## config.mk

```make
export PLATFORM = sky130hd
export DESIGN_NAME = bus_timing_flat
export DESIGN_NICKNAME = d
export VERILOG_FILES = /design/src/rtl/bus_timing_if.sv /design/src/rtl/bus_timing.sv /design/src/flat_wrapper.sv
export SDC_FILE = /design/constraint.sdc
export NUM_CORES = 1
export LEC_CHECK = 0
export ABC_AREA = 1
export ABC_CLOCK_PERIOD_IN_PS = 1600
export BUFFER_PORTS_ARGS = -buffer_cell sky130_fd_sc_hd__buf_2
export CELL_PAD_IN_SITES_DETAIL_PLACEMENT = 1
export CELL_PAD_IN_SITES_GLOBAL_PLACEMENT = 1
export CORE_ASPECT_RATIO = 0.6
export CORE_MARGIN = 4
export CORE_UTILIZATION = 34
export DETAILED_ROUTE_END_ITERATION = 16
export HOLD_SLACK_MARGIN = 0.06
export PLACE_DENSITY_LB_ADDON = 0.1
export SKIP_LAST_GASP = 1
export SLEW_MARGIN = 20
export SYNTH_ARGS = -nofsm -noshare
export SYNTH_HDL_FRONTEND = slang
export SYNTH_SLANG_ARGS = --single-unit
```

## constraint.sdc

```tcl
create_clock -name clk_16_i -period 1.6 [get_ports clk_16_i]
set_clock_uncertainty 0.1 [all_clocks]
set_input_delay 0.32 -clock clk_16_i [delete_from_list [all_inputs] [get_ports clk_16_i]]
set_output_delay 0.32 -clock clk_16_i [all_outputs]
set_load 0.005 [all_outputs]
```

## src/rtl/bus_timing_if.sv

```systemverilog
// bus_timing_if -- signal bundle between the bus sequencer and its neighbours.
//
// Carries the SPI-bridge request/response handshake, the CPU control inputs
// and the shared RAM/IO bus drive and strobe outputs.
//   slave  : the sequencer (bus_timing) -- takes requests, drives bus/strobes
//   master : the SPI requester / top-level side
`timescale 1ns/1ps
interface bus_timing_if;
  // SPI-bridge handshake
  logic        spi_valid_i;
  logic        spi_we_i;
  logic [16:0] spi_addr_i;
  logic [7:0]  spi_wr_data_i;
  logic [7:0]  spi_rd_data_o;
  logic        spi_done_o;
  // CPU control and system bus
  logic        cpu_halt_i;
  logic        bus_rw_ni;
  logic [7:0]  bus_data_i;
  logic [16:0] bus_addr_o;
  logic        bus_addr_oe;
  logic [7:0]  bus_data_o;
  logic        bus_data_oe;
  logic        bus_rw_no;
  logic        bus_rw_noe;
  logic        clk_cpu_o;
  logic        cpu_en_o;
  logic        cpu_ready_o;
  logic        ram_oe_no;
  logic        ram_we_no;

  modport slave (
    input  spi_valid_i, spi_we_i, spi_addr_i, spi_wr_data_i,
           cpu_halt_i, bus_rw_ni, bus_data_i,
    output spi_rd_data_o, spi_done_o,
           bus_addr_o, bus_addr_oe, bus_data_o, bus_data_oe,
           bus_rw_no, bus_rw_noe, clk_cpu_o, cpu_en_o, cpu_ready_o,
           ram_oe_no, ram_we_no
  );

  modport master (
    output spi_valid_i, spi_we_i, spi_addr_i, spi_wr_data_i,
           cpu_halt_i, bus_rw_ni, bus_data_i,
    input  spi_rd_data_o, spi_done_o,
           bus_addr_o, bus_addr_oe, bus_data_o, bus_data_oe,
           bus_rw_no, bus_rw_noe, clk_cpu_o, cpu_en_o, cpu_ready_o,
           ram_oe_no, ram_we_no
  );
endinterface

```

## src/rtl/bus_timing.sv

```systemverilog
// bus_timing -- PET clone system bus sequencer.
//
// Splits clk_16_i into 16-cycle frames (1 MHz CPU phi0). Phases 0..7 (phi1)
// carry at most one SPI-bridge access; phases 8..15 (phi2) belong to the 6502.
// Every output is a flop: the combinational block computes what each output
// must be in the *next* phase and the flops present it for that whole cycle.
//
// Ports:
//   clk_16_i : 16 MHz system clock
//   reset_ni : asynchronous active-low reset
//   bus      : bus_timing_if.slave -- SPI handshake, CPU halt/R/W inputs,
//              bus address/data/R/W drive with enables, phi0, BE, RDY and
//              active-low RAM strobes
`timescale 1ns/1ps
module bus_timing (
  input  logic         clk_16_i,
  input  logic         reset_ni,
  bus_timing_if.slave  bus
);

  // What the current phi1 slot is doing; fixed for the whole frame once
  // granted at the phase 15 -> 0 edge.
  typedef enum logic [1:0] {
    SLOT_IDLE,
    SLOT_READ,
    SLOT_WRITE
  } slot_t;

  logic [3:0] phase;
  slot_t      slot_q;
  logic       cpu_rw_q;    // CPU R/W registered at the end of phase 8

  // Next-cycle view of state and outputs
  logic [3:0] phase_nxt;
  slot_t      slot_nxt;
  logic       cpu_rw_nxt;
  logic       clk_cpu_d, cpu_en_d, addr_oe_d, data_oe_d, rw_noe_d, rw_no_d;
  logic       ram_oe_nd, ram_we_nd, done_d;

  // NOTE: every signal written here gets a default first, so no path through
  // the block leaves a value unassigned and no latch is inferred.
  always_comb begin
    phase_nxt  = phase + 4'd1;
    slot_nxt   = slot_q;
    cpu_rw_nxt = cpu_rw_q;
    if (phase == 4'd15) begin
      if (!bus.spi_valid_i)  slot_nxt = SLOT_IDLE;
      else if (bus.spi_we_i) slot_nxt = SLOT_WRITE;
      else                   slot_nxt = SLOT_READ;
    end
    if (phase == 4'd8) cpu_rw_nxt = bus.bus_rw_ni;

    clk_cpu_d = phase_nxt[3];
    cpu_en_d  = 1'b1;
    addr_oe_d = 1'b0;
    data_oe_d = 1'b0;
    rw_noe_d  = 1'b0;
    rw_no_d   = 1'b1;
    ram_oe_nd = 1'b1;
    ram_we_nd = 1'b1;
    done_d    = 1'b0;

    if (phase_nxt[3]) begin
      // phi2: CPU owns the bus; only the RAM strobes are ours.
      ram_oe_nd = !(cpu_rw_nxt && (phase_nxt >= 4'd9));
      ram_we_nd = !(!cpu_rw_nxt && (phase_nxt inside {[4'd10:4'd14]}));
    end else if (slot_nxt != SLOT_IDLE) begin
      // SPI phi1: CPU tri-stated for all of 0..7; our drivers only in 1..6 so
      // phases 0 and 7 are dead time around the BE transitions.
      cpu_en_d  = 1'b0;
      addr_oe_d = phase_nxt inside {[4'd1:4'd6]};
      rw_noe_d  = addr_oe_d;
      rw_no_d   = !(addr_oe_d && (slot_nxt == SLOT_WRITE));
      if (slot_nxt == SLOT_WRITE) begin
        data_oe_d = phase_nxt inside {[4'd2:4'd5]};
        ram_we_nd = !(phase_nxt inside {[4'd3:4'd5]});
      end else begin
        ram_oe_nd = !(phase_nxt inside {[4'd2:4'd6]});
      end
      done_d = (phase_nxt == 4'd7);
    end
  end

  // NOTE: sequential state uses non-blocking assignments only, so every flop
  // samples the pre-edge values regardless of statement order.
  always_ff @(posedge clk_16_i or negedge reset_ni) begin
    if (!reset_ni) begin
      phase             <= 4'd0;
      slot_q            <= SLOT_IDLE;
      cpu_rw_q          <= 1'b1;
      bus.clk_cpu_o     <= 1'b0;
      bus.cpu_en_o      <= 1'b0;
      bus.cpu_ready_o   <= 1'b0;
      bus.ram_oe_no     <= 1'b1;
      bus.ram_we_no     <= 1'b1;
      bus.bus_addr_oe   <= 1'b0;
      bus.bus_data_oe   <= 1'b0;
      bus.bus_rw_noe    <= 1'b0;
      bus.bus_rw_no     <= 1'b1;
      bus.bus_addr_o    <= '0;
      bus.bus_data_o    <= '0;
      bus.spi_done_o    <= 1'b0;
      bus.spi_rd_data_o <= '0;
    end else begin
      phase    <= phase_nxt;
      slot_q   <= slot_nxt;
      cpu_rw_q <= cpu_rw_nxt;

      // Frame boundary: latch SPI attributes and the halt request. RDY can
      // therefore only move at 15 -> 0, never inside phi2.
      if (phase == 4'd15) begin
        bus.cpu_ready_o <= !bus.cpu_halt_i;
        if (bus.spi_valid_i) begin
          bus.bus_addr_o <= bus.spi_addr_i;
          bus.bus_data_o <= bus.spi_wr_data_i;
        end
      end

      // Read data is taken at the end of phase 5, one cycle before OE lifts.
      if (phase == 4'd5 && slot_q == SLOT_READ)
        bus.spi_rd_data_o <= bus.bus_data_i;

      bus.clk_cpu_o   <= clk_cpu_d;
      bus.cpu_en_o    <= cpu_en_d;
      bus.ram_oe_no   <= ram_oe_nd;
      bus.ram_we_no   <= ram_we_nd;
      bus.bus_addr_oe <= addr_oe_d;
      bus.bus_data_oe <= data_oe_d;
      bus.bus_rw_noe  <= rw_noe_d;
      bus.bus_rw_no   <= rw_no_d;
      bus.spi_done_o  <= done_d;
    end
  end

endmodule
```

## src/flat_wrapper.sv

```systemverilog
// flat-port wrapper written by rule: the top's interface ports become plain ports
module bus_timing_flat 
  (clk_16_i, reset_ni, bus_spi_valid_i, bus_spi_we_i, bus_spi_addr_i, bus_spi_wr_data_i, bus_cpu_halt_i, bus_bus_rw_ni, bus_bus_data_i, bus_spi_rd_data_o, bus_spi_done_o, bus_bus_addr_o, bus_bus_addr_oe, bus_bus_data_o, bus_bus_data_oe, bus_bus_rw_no, bus_bus_rw_noe, bus_clk_cpu_o, bus_cpu_en_o, bus_cpu_ready_o, bus_ram_oe_no, bus_ram_we_no);
  bus_timing_if bus_i ();
  input  logic clk_16_i;
  input  logic reset_ni;
  input wire logic [$bits(bus_i.spi_valid_i)-1:0] bus_spi_valid_i;
  input wire logic [$bits(bus_i.spi_we_i)-1:0] bus_spi_we_i;
  input wire logic [$bits(bus_i.spi_addr_i)-1:0] bus_spi_addr_i;
  input wire logic [$bits(bus_i.spi_wr_data_i)-1:0] bus_spi_wr_data_i;
  input wire logic [$bits(bus_i.cpu_halt_i)-1:0] bus_cpu_halt_i;
  input wire logic [$bits(bus_i.bus_rw_ni)-1:0] bus_bus_rw_ni;
  input wire logic [$bits(bus_i.bus_data_i)-1:0] bus_bus_data_i;
  output wire logic [$bits(bus_i.spi_rd_data_o)-1:0] bus_spi_rd_data_o;
  output wire logic [$bits(bus_i.spi_done_o)-1:0] bus_spi_done_o;
  output wire logic [$bits(bus_i.bus_addr_o)-1:0] bus_bus_addr_o;
  output wire logic [$bits(bus_i.bus_addr_oe)-1:0] bus_bus_addr_oe;
  output wire logic [$bits(bus_i.bus_data_o)-1:0] bus_bus_data_o;
  output wire logic [$bits(bus_i.bus_data_oe)-1:0] bus_bus_data_oe;
  output wire logic [$bits(bus_i.bus_rw_no)-1:0] bus_bus_rw_no;
  output wire logic [$bits(bus_i.bus_rw_noe)-1:0] bus_bus_rw_noe;
  output wire logic [$bits(bus_i.clk_cpu_o)-1:0] bus_clk_cpu_o;
  output wire logic [$bits(bus_i.cpu_en_o)-1:0] bus_cpu_en_o;
  output wire logic [$bits(bus_i.cpu_ready_o)-1:0] bus_cpu_ready_o;
  output wire logic [$bits(bus_i.ram_oe_no)-1:0] bus_ram_oe_no;
  output wire logic [$bits(bus_i.ram_we_no)-1:0] bus_ram_we_no;
  assign bus_i.spi_valid_i = bus_spi_valid_i;
  assign bus_i.spi_we_i = bus_spi_we_i;
  assign bus_i.spi_addr_i = bus_spi_addr_i;
  assign bus_i.spi_wr_data_i = bus_spi_wr_data_i;
  assign bus_i.cpu_halt_i = bus_cpu_halt_i;
  assign bus_i.bus_rw_ni = bus_bus_rw_ni;
  assign bus_i.bus_data_i = bus_bus_data_i;
  assign bus_spi_rd_data_o = bus_i.spi_rd_data_o;
  assign bus_spi_done_o = bus_i.spi_done_o;
  assign bus_bus_addr_o = bus_i.bus_addr_o;
  assign bus_bus_addr_oe = bus_i.bus_addr_oe;
  assign bus_bus_data_o = bus_i.bus_data_o;
  assign bus_bus_data_oe = bus_i.bus_data_oe;
  assign bus_bus_rw_no = bus_i.bus_rw_no;
  assign bus_bus_rw_noe = bus_i.bus_rw_noe;
  assign bus_clk_cpu_o = bus_i.clk_cpu_o;
  assign bus_cpu_en_o = bus_i.cpu_en_o;
  assign bus_cpu_ready_o = bus_i.cpu_ready_o;
  assign bus_ram_oe_no = bus_i.ram_oe_no;
  assign bus_ram_we_no = bus_i.ram_we_no;
  bus_timing u_core (.clk_16_i(clk_16_i), .reset_ni(reset_ni), .bus(bus_i));
endmodule
```

# After elaboration in Yosys (flattened, before gate mapping)
# Index checks and enable logic that the tools add are counted.
# word_totals
ff_bits	49
in_bits	39
output_inout_bits	43
wordCells	69
# classes
add_sub_neg	1
order_cmp	8
n_eq_ne	6
muxes	21
n_reduce_logical	18
# op_table
operator	count
$mux 1	18
$logic_and 1x1->1	9
$eq 4x3->1 const B	2
$eq 4x4->1 const B	2
$ge 4x2->1 const B	2
$ge 4x4->1 const B	2
$le 4x3->1 const B	2
$logic_not 1->1	7
$mux 2	3
$add 4x1->4 const B	1
$ge 4x1->1 const B	1
$le 4x4->1 const B	1
$eq 2x1->1 const B	1
$eq 2x2->1 const B	1
$reduce_and 2->1	1
$reduce_bool 2->1	1

# Depth between registers and ports, before layout
# logic_depth
ltp_word	8
mapped_depth	10
mapped_depth_nobuf	10

# Least setup slack after synthesis
# No wires, ideal clock.
# synth_timing
path_type	register to register
from	register u_core.phase[0]
to	register u_core.bus.bus_addr_o[11] in the netlist's numbering
setup_time_ns	0.125
arrival_ns	1.402
required_ns	1.375
slack_ns	-0.027
stages_incl_launch_ff	7
n_path_buf	1
period_less_slack_ns	1.627
cell_sequence	dfrtp_1 ha_1 nand2_2 nor2_4 nand2_4 buf_12 mux2_4
# synth_between
elab_chain_len	2
# synth_lines
item	line_no	text
from (decl)	bus_timing.sv:29	logic [3:0] phase;
from (signal assigned)	bus_timing.sv:105	phase <= phase_nxt;
$eq 4x4->1	bus_timing.sv:111	if (phase == 4'd15) begin
$reduce_and 2->1 (no source line)	--	
to (signal assigned)	bus_timing.sv:114	bus.bus_addr_o <= bus.spi_addr_i;
to (decl)	bus_timing_if.sv:36	bus_addr_o, bus_addr_oe, bus_data_o, bus_data_oe,
# No other way between the ends.
# A chain may end at the register's enable or synchronous reset.

# Worst setup path after layout
# layout_timing
from	register u_core.phase[0]
to	register u_core.bus.bus_addr_o[1] in the netlist's numbering
# The elaborated chain is that of the path after synthesis.

==> flow_summary.toml <==
[outcome]
status = "finished clean"

[finish]
nNetsFinal = 328
seq_area_sq_um = 1210
fin_area_sq_um = 3090
area_delta_synth_final_pct = 43.6
antenna_cells = 0
multi_input_area_sq_um = 905
drive_gt1_share_pct = 61.5
fillerInstances = 701

[worst_setup_path]
cp.arrival_ns = 1.69
r2r-start = "u_core.phase[0]"
path_class = "reg -> reg"
regToRegEndpoint = "u_core.bus.bus_addr_o[1]"
start_kind = "register"
reg2reg_depth = 6
rrSetupSlack_ns = 0.002
cp-end-kind = "register"
critPathRequiredTime_ns = 1.69
path_max_fanout = 13

[detailed_routing]
drc = 0
vias_per_cell = 4.31
dr_total_vias = 1580
wl_per_cell_um = 14.1
drtIter0Drc = 42
wirelength_um = 5180
final_antenna_net_count = 0
dr.pass1.iters = 4

[global_route]
top_usage_layer = "met1"
grt_max_degree = 22
met2_usage_pct = 19.2
met1_usage_pct = 19.3
gr-total-overflow = 0
grt_pass1_wl_um = 8300
grt_pass1_vias = 1652
grtUsageTotal_pct = 13.4
grtUsageMet3_pct = 4.53
antenna_found_initial = 0

[yosys]
syn_area_sq_um = 2150
ys_ff_latch = 48
synth_most_common_cell = "dfrtp_1"
yosys_warnings = 0
ys_seq_area_share_pct = 56.0
synth_area_leaders = "dfrtp_1, mux2_4, nand2_1, dfstp_2, ha_1"
yosysTopAreaCell = "dfrtp_1"
ys.flop_type = "dfrtp_1"
synth_cell_types = 25
synthTopCellsByCount = "dfrtp_1, nand2_1, inv_1"
syn-num-nets = 221
synth_edf_count = 0
netlist.area_leader.share_pct = 51.2
netlist_instances = 175
async_reset_ff_share_pct = 100
postSynthAreaPerCell_sq_um = 12.3

[place]
hpwl_um = 3820
placed_cell_area_sq_um = 2770
port_buffers = 81
gp_congestion = 0.792

[die]
die_y_um = 69.6
pin_count = 82
die_w_um = 111
die_area_sq_um = 7710
fp-row-count = 22
initial_core_util_pct = 35.2
core_area_sq_um = 6110

[cts]
cts_tree = "yes"
numCtsBuffers = 5
cts_sinks = 48
path_clk_slew_ns = 0.09
insertion_delay_ns = 0.29
cts_max_path_buffers = 2
htreeDepth = 2
cts-root-buf = "clkbuf_8"

[flow_run]
cap_violations = 0

[power]
clockPowerShare_pct = 35.3
power_switching_mw = 0.579
intPower_mw = 2.00
p_comb_share_pct = 12.5
swShare_pct = 22.4
pwr-share-seq_pct = 52.2
power_density_nw_per_um2 = 836
p_leak_nw = 1.69
max-vdd-ir-drop_v = 0.000417

[hold_path]
whs_path_depth = 2
min_to = "u_core.bus.cpu_ready_o"
worstHoldStart = "bus_cpu_halt_i"
min_path_type = "in -> reg"

[sta]
finalHoldViolCount = 0
period_share_pct = 99.9
fmax_ghz = 0.626
rsz0062_at_grt = "yes"
final.setup.tns_ns = 0
drv_slew = 0
setup_viol = 0
slew_headroom_pct = 68.7
period_needed_ns = 1.60
worst_pin_slew_ns = 0.469
-- worst max path at each step --
stage,start,to,slack [ns],cells after the start
after floorplan,u_core.phase[1],u_core.bus.bus_addr_o[11],0.04,6
after global placement,u_core.phase[1],u_core.bus.ram_oe_no,-0.06,7
after detailed placement,u_core.phase[1],u_core.bus.ram_oe_no,-0.04,7
after CTS,u_core.phase[1],u_core.bus.ram_we_no,-0.0005,11
after global routing,u_core.phase[0],u_core.bus.ram_we_no,-0.06,8
final,u_core.phase[0],u_core.bus.bus_addr_o[1],0.002,6
-- state kept, by name (all words and copies together), names as in the netlist --
register                  flops
u_core.bus.bus_addr_o        17
u_core.bus.bus_data_o         8
u_core.bus.spi_rd_data_o      8
u_core.phase                  3
u_core.slot_q                 2
u_core.bus.bus_addr_oe        1
u_core.bus.bus_data_oe        1
u_core.bus.bus_rw_no          1
u_core.bus.clk_cpu_o          1
u_core.bus.cpu_en_o           1
u_core.bus.cpu_ready_o        1
u_core.bus.ram_oe_no          1
u_core.bus.ram_we_no          1
u_core.bus.spi_done_o         1
u_core.cpu_rw_q               1
-- cell usage in the layout (no fill, tap or decap), drive strengths merged --
master / count
nand4: 2
and3: 1
o21ai: 12
clkbuf: 8
buf: 101
nand3: 7
nor2: 10
ha: 7
clkinv: 1
nor3: 1
inv: 21
nand2: 32
dfstp: 4
nand3b: 2
dfrtp: 44
o21a: 1
dlygate4sd3: 1
or2: 2
mux2: 25
bufinv: 1
-- area by class of cell --
| class | instances | area share, % |
|---|---|---|
| Clock buffer | 6 | 2.67 |
| Clock inverter | 2 | 1.26 |
| Inverter | 21 | 2.63 |
| Multi-Input combinational cell | 102 | 29.3 |
| Sequential cell | 48 | 39.1 |
| Tap cell | 84 | 3.40 |
| Timing Repair Buffer | 104 | 21.7 |
-- power by group through the flow --
| stage | clock network, mW | logic (mW) | registers (mW) |
|---|---|---|---|
| finish | 0.911 | 0.324 | 1.35 |
| global route | 1.00 | 0.363 | 1.36 |
| CTS | 0.956 | 0.324 | 1.35 |
| detailed placement | 0 | 0.323 | 1.37 |
| global placement | 0 | 0.316 | 1.37 |
| floorplan | 0 | 0.123 | 1.38 |
-- timing repair --
action / 4_1_cts / 5_1_grt
cloned: 0 / 2
setup buffers: 0 / 5
resized for setup: 3 / 23
setup endpoints to repair: 4 / 40
pin swaps: 0 / 3
hold buffers: 1 / 0
hold endpoints to repair: 12 / 0
-- layer usage --
metal,routed length [um],vias to the layer above,part of all wire (%)
li1,-,774,-
met1,2640,761,51
met2,2200,43,42
met3,307,2,5.9
met4,34,0,0.66
met5,0,-,0
-- cell families after synthesis --
family	count (synthesis)	synth area share, %
simple gates	57	12.4
flops	48	56.0
buf+inv	25	6.40
mux	25	16.6
compound gates	13	4.54
fa+ha+maj	7	4.07
-- critical path: stages (launching register included) --
cell	delay [ns]
dfrtp_2	0.46
ha_4	0.20
nand2_4	0.08
nor2_4	0.04
nand2_4	0.10
buf_12	0.17
mux2_2	0.33
-- per-stage QoR --
stage	setup WS, ns	std cells	hold WS [ns]	power (mW)	utilization, %
after floorplan	0.0354	175	-0.0756	1.50	-
after global placement	-0.0596	351	0.215	1.69	45.3
after detailed placement	-0.0357	351	0.211	1.69	45.3
after CTS	-0.000516	360	0.105	2.63	47.5
after global routing	-0.0579	367	0.103	2.73	50.6
final	0.00236	367	0.114	2.58	50.6
No activity file was read; power rests on OpenSTA's default activity.
